File: src/rtl/alu_ctrl_pkg.sv
// alu_ctrl_pkg: shared ALU operation codes, R-type funct encodings and the R-type escape op.
package alu_ctrl_pkg;
   localparam logic [3:0] ALU_AND  = 4'b0000;
   localparam logic [3:0] ALU_OR   = 4'b0001;
   localparam logic [3:0] ALU_ADD  = 4'b0010;
   localparam logic [3:0] ALU_SLL  = 4'b0011;
   localparam logic [3:0] ALU_SRL  = 4'b0100;
   localparam logic [3:0] ALU_MULA = 4'b0101;
   localparam logic [3:0] ALU_SUB  = 4'b0110;
   localparam logic [3:0] ALU_SLT  = 4'b0111;
   localparam logic [3:0] ALU_ADDU = 4'b1000;
   localparam logic [3:0] ALU_SUBU = 4'b1001;
   localparam logic [3:0] ALU_XOR  = 4'b1010;
   localparam logic [3:0] ALU_SLTU = 4'b1011;
   localparam logic [3:0] ALU_NOR  = 4'b1100;
   localparam logic [3:0] ALU_SRA  = 4'b1101;
   localparam logic [3:0] ALU_LUI  = 4'b1110;

   localparam logic [5:0] SLLFunc  = 6'b000000;
   localparam logic [5:0] SRLFunc  = 6'b000010;
   localparam logic [5:0] SRAFunc  = 6'b000011;
   localparam logic [5:0] ADDFunc  = 6'b100000;
   localparam logic [5:0] ADDUFunc = 6'b100001;
   localparam logic [5:0] SUBFunc  = 6'b100010;
   localparam logic [5:0] SUBUFunc = 6'b100011;
   localparam logic [5:0] ANDFunc  = 6'b100100;
   localparam logic [5:0] ORFunc   = 6'b100101;
   localparam logic [5:0] XORFunc  = 6'b100110;
   localparam logic [5:0] NORFunc  = 6'b100111;
   localparam logic [5:0] SLTFunc  = 6'b101010;
   localparam logic [5:0] SLTUFunc = 6'b101011;
   localparam logic [5:0] MULAFunc = 6'b111000;

   localparam logic [3:0] ALUOP_RTYPE = 4'b1111;
endpackage

File: src/rtl/alu_ctrl_decode.sv
// alu_ctrl_decode: combinational {ALUop,FuncCode} -> {ALUCtrl_next,IllegalFn_next}.
module alu_ctrl_decode
   import alu_ctrl_pkg::*;
(
   input  logic [3:0] ALUop,
   input  logic [5:0] FuncCode,
   output logic [3:0] ALUCtrl_next,
   output logic       IllegalFn_next
);
   logic [3:0] r_ctrl;
   logic       r_ill;

   always_comb begin
      r_ctrl = ALU_ADD;
      r_ill  = 1'b0;
      case (FuncCode)
         SLLFunc:  r_ctrl = ALU_SLL;
         SRLFunc:  r_ctrl = ALU_SRL;
         SRAFunc:  r_ctrl = ALU_SRA;
         ADDFunc:  r_ctrl = ALU_ADD;
         ADDUFunc: r_ctrl = ALU_ADDU;
         SUBFunc:  r_ctrl = ALU_SUB;
         SUBUFunc: r_ctrl = ALU_SUBU;
         ANDFunc:  r_ctrl = ALU_AND;
         ORFunc:   r_ctrl = ALU_OR;
         XORFunc:  r_ctrl = ALU_XOR;
         NORFunc:  r_ctrl = ALU_NOR;
         SLTFunc:  r_ctrl = ALU_SLT;
         SLTUFunc: r_ctrl = ALU_SLTU;
         MULAFunc: r_ctrl = ALU_MULA;
         default:  r_ill  = 1'b1;
      endcase
   end

   // Non-R-type ops select ALUop directly so an undriven funct field never leaks through.
   assign ALUCtrl_next   = (ALUop == ALUOP_RTYPE) ? r_ctrl : ALUop;
   assign IllegalFn_next = (ALUop == ALUOP_RTYPE) ? r_ill  : 1'b0;
endmodule

File: src/rtl/alu_control_unit.sv
// alu_control_unit: registered ALU control decoder between main control and the ALU.
module alu_control_unit
   import alu_ctrl_pkg::*;
(
   input  logic       CLK,
   input  logic       Reset_L,
   input  logic [3:0] ALUop,
   input  logic [5:0] FuncCode,
   output logic [3:0] ALUCtrl,
   output logic       IllegalFn
);
   logic [3:0] ctrl_next;
   logic       ill_next;

   alu_ctrl_decode u_decode (
      .ALUop          (ALUop),
      .FuncCode       (FuncCode),
      .ALUCtrl_next   (ctrl_next),
      .IllegalFn_next (ill_next)
   );

   always_ff @(posedge CLK or negedge Reset_L)
      if (!Reset_L) begin
         ALUCtrl   <= ALU_AND;
         IllegalFn <= 1'b0;
      end else begin
         ALUCtrl   <= ctrl_next;
         IllegalFn <= ill_next;
      end
endmodule

File: config.mk
export PLATFORM = sky130hd
export DESIGN_NAME = alu_control_unit
export DESIGN_NICKNAME = d
export VERILOG_FILES = /design/src/rtl/alu_ctrl_pkg.sv /design/src/rtl/alu_ctrl_decode.sv /design/src/rtl/alu_control_unit.sv
export SDC_FILE = /design/constraint.sdc
export NUM_CORES = 1
export LEC_CHECK = 0
export CAP_MARGIN = 20
export CELL_PAD_IN_SITES_DETAIL_PLACEMENT = 1
export CELL_PAD_IN_SITES_GLOBAL_PLACEMENT = 1
export CORE_MARGIN = 2
export CORE_UTILIZATION = 31
export CTS_BUF_LIST = sky130_fd_sc_hd__clkbuf_4
export CTS_CLUSTER_SIZE = 28
export DETAILED_ROUTE_END_ITERATION = 12
export PLACE_DENSITY_LB_ADDON = 0.1
export RECOVER_POWER = 50
export SLEW_MARGIN = 10
export SYNTH_ARGS = -nofsm -noshare
export SYNTH_HDL_FRONTEND = slang
export SYNTH_HIERARCHICAL = 1
export SYNTH_SLANG_ARGS = --single-unit
export TNS_END_PERCENT = 30
File: constraint.sdc
create_clock -name CLK -period 0.8 [get_ports CLK]
set_input_delay 0.16 -clock CLK [delete_from_list [all_inputs] [get_ports CLK]]
set_output_delay 0.16 -clock CLK [all_outputs]
set_load 0.03 [all_outputs]
==> key figures <==
Yosys
  – Register area share after synthesis: 28.3%
  – Syn avg cell area: 9.01 um2
  – Mapped Cells: 49
  – Library cells used by synthesis: 33
  – Yosys warns: 6
  – Top cell type's share of synthesized area: 28.3%
  – Synth top area cells: dfrtp_1 28%, buf_6 7.6%, nand2b_1 4.2%
  – Syn Nets: 61
  – Synth Flop Type: dfrtp_1
  – Area leader, netlist: dfrtp_1
  – Number of synthesized register bits: 5
  – Number of synthesized flops with an enable pin: 0
  – Asr flop ratio synth: 100%
  – Synthesized area: 442 um2

Timing
  – Period Utilization, post-route: 137%
  – Max-slew violations: 0
  – Worst Tran Pin Value: 293 ps
  – Post-route setup slack: -292 ps
  – Count of final setup violators: 10
  – Final Hold Viols: 0
  – WHS: 210 ps
  – Unrepaired setup endpoints after global routing: true
  – Max Clock Freq: 0.916 GHz
  – Final Critical Period: 1090 ps
  – Slew margin rel.: 80.4%

Clock tree
  – CTS Buffer Depth: 2
  – CTS Hold Bufs: 0
  – H-tree Lvls: 1
  – Worst-path clk slew: 50 ps
  – TritonCTS buffer count: 3
  – CTS root buf: clkbuf_4
  – Clk sinks: 5
  – CTS tree: yes

Finish
  – Most common cell after layout, fill and taps aside: buf_4
  – Share of cells above drive strength 1: 68.1%
  – Fin area: 983 um2
  – ANT cells: 0
  – Util after Layout: 74.6%
  – Non-Filler Instances: 106
  – Commonest cells after routing, fill and taps aside: 20 x buf_4, 13 x buf_6, 5 x dfrtp_1
  – Syn-to-layout area delta: 123%
  – Layout net count: 104
  – Fill count: 128

Worst hold path
  – Hold Crit Class: primary input to asynchronous set/reset pin

Global route
  – Total congestion overflow: 0
  – Global-route wire length before repair: 3350 um
  – Initial antenna violation count: 0
  – Gr usage total: 25.4%
  – Vias in the first global route: 639
  – Largest net degree at the start of global routing: 10

Floorplan
  – Cell Rows: 13
  – I/O pin cnt: 17
  – Die Ht: 41.7 um
  – Starting Density: 33.5%
  – Die W: 41.7 um
  – Die area: 1740 um2
  – Core area: 1320 um2

Outcome
  – Failing checks: negative setup slack
  – Status: finished, violations left

Place
  – Dpl cells: 92
  – Hpwl dp: 1160 um
  – Port Buffer Count: 16
  – Placed cell area: 691 um2
  – GP Congestion: 0.811

Worst setup path
  – Critical Path RT: 920 ps
  – Setup crit end kind: register
  – Startpoint class of the critical path: primary input
  – Kind of critical path: primary input to register
  – Crit path DAT: 1210 ps
  – CP Max Fanout: 7

Pwr
  – P_leak: 0.000417 uW
  – VDD IR max: 496 uV
  – Tot Pwr: 1070 uW
  – PwrDens: 1090 nW/um2

Detailed routing
  – Via count: 637
  – Wirelength per Cell: 24.9 um
  – Post-route DRC: 0
  – Routed WL: 2640 um
  – 1st-pass router iterations: 4
  – DR iter-0 viols: 23
  – Vias per inst: 6.01
  – Antenna-violating nets left: 0

Job
  – Max-cap violations: 0
==> synth_stat cells (2+ instances only) <==
master    instances
dfrtp_1           5
buf_6             3
nand2b_1          3
nor4_1            3
a31oi_1           2
a41oi_1           2
nand2_1           2
nand4b_1          2
nor2_1            2
o31a_1            2
==> final cells by class <==
cell class	count	area (um2)	share of cell area [%]
Multi-Input combinational cell	38	404	41.1
Timing Repair Buffer	43	402	40.8
Sequential cell	5	125	12.7
Clock buffer	4	30.0	3.05
Tap cell	15	18.8	1.91
Inverter	1	3.75	0.382
==> per-layer routing <==
metal / GRT usage (%) / up-vias / share of wire, %
met1: 33.4 / 314 / 40
met2: 42.8 / 40 / 52
met5: 0 / - / 0
met3: 1.30 / 8 / 5.7
li1: - / 275 / -
met4: 10.3 / 0 / 2.7
==> logic make-up (layout without fill, tap and decap cells) <==
kind of cell	after synthesis	in the layout	share of synthesized area, %
AND/OR/NAND/NOR	22	22	32.0
AO/OA/AOI/OAI	14	14	24.6
buffers and inverters	6	48	11.0
flip-flops	5	5	28.3
XOR/XNOR	2	2	3.97
==> how the worst max path moves through the flow <==
stage | to | from | slack [ps] | cells after the start
6_report | ALUCtrl[1] | FuncCode[3] | -290 | 5
5_1_grt | ALUCtrl[1] | FuncCode[3] | -280 | 5
4_1_cts | ALUCtrl[1] | FuncCode[4] | -220 | 5
3_5_place_dp | ALUCtrl[1] | FuncCode[3] | -960 | 5
3_3_place_gp | ALUCtrl[1] | FuncCode[3] | -940 | 5
2_1_floorplan | ALUCtrl[1] | FuncCode[2] | -370 | 5
==> registers in the layout, summed over array words and instances, names as in the netlist <==
name       count
IllegalFn      1
ALUCtrl        4
==> power by group <==
part	switching (uW)	internal, uW
combinational	222	231
clock	121	224
sequential	7.49	267
==> critical path, cell delays in order <==
cell and delay (ps):
buf_12 110, buf_8 120, or3b_1 400, o221a_1 170, o31a_1 260
==> metrics by stage <==
stage / setup WS, ps / setup TNS, ps
floorplan: -371 / -1300
global placement: -936 / -4240
detailed placement: -963 / -4480
CTS: -223 / -1220
global route: -282 / -1850
finish: -292 / -1650
==> what timing repair did <==
action,in CTS,in global routing
endpoints found under the setup margin,10,10
pin swaps,15,5
gates resized for setup,73,11
buffers inserted,10,0
Note: power is estimated with default switching activity, not from simulation.
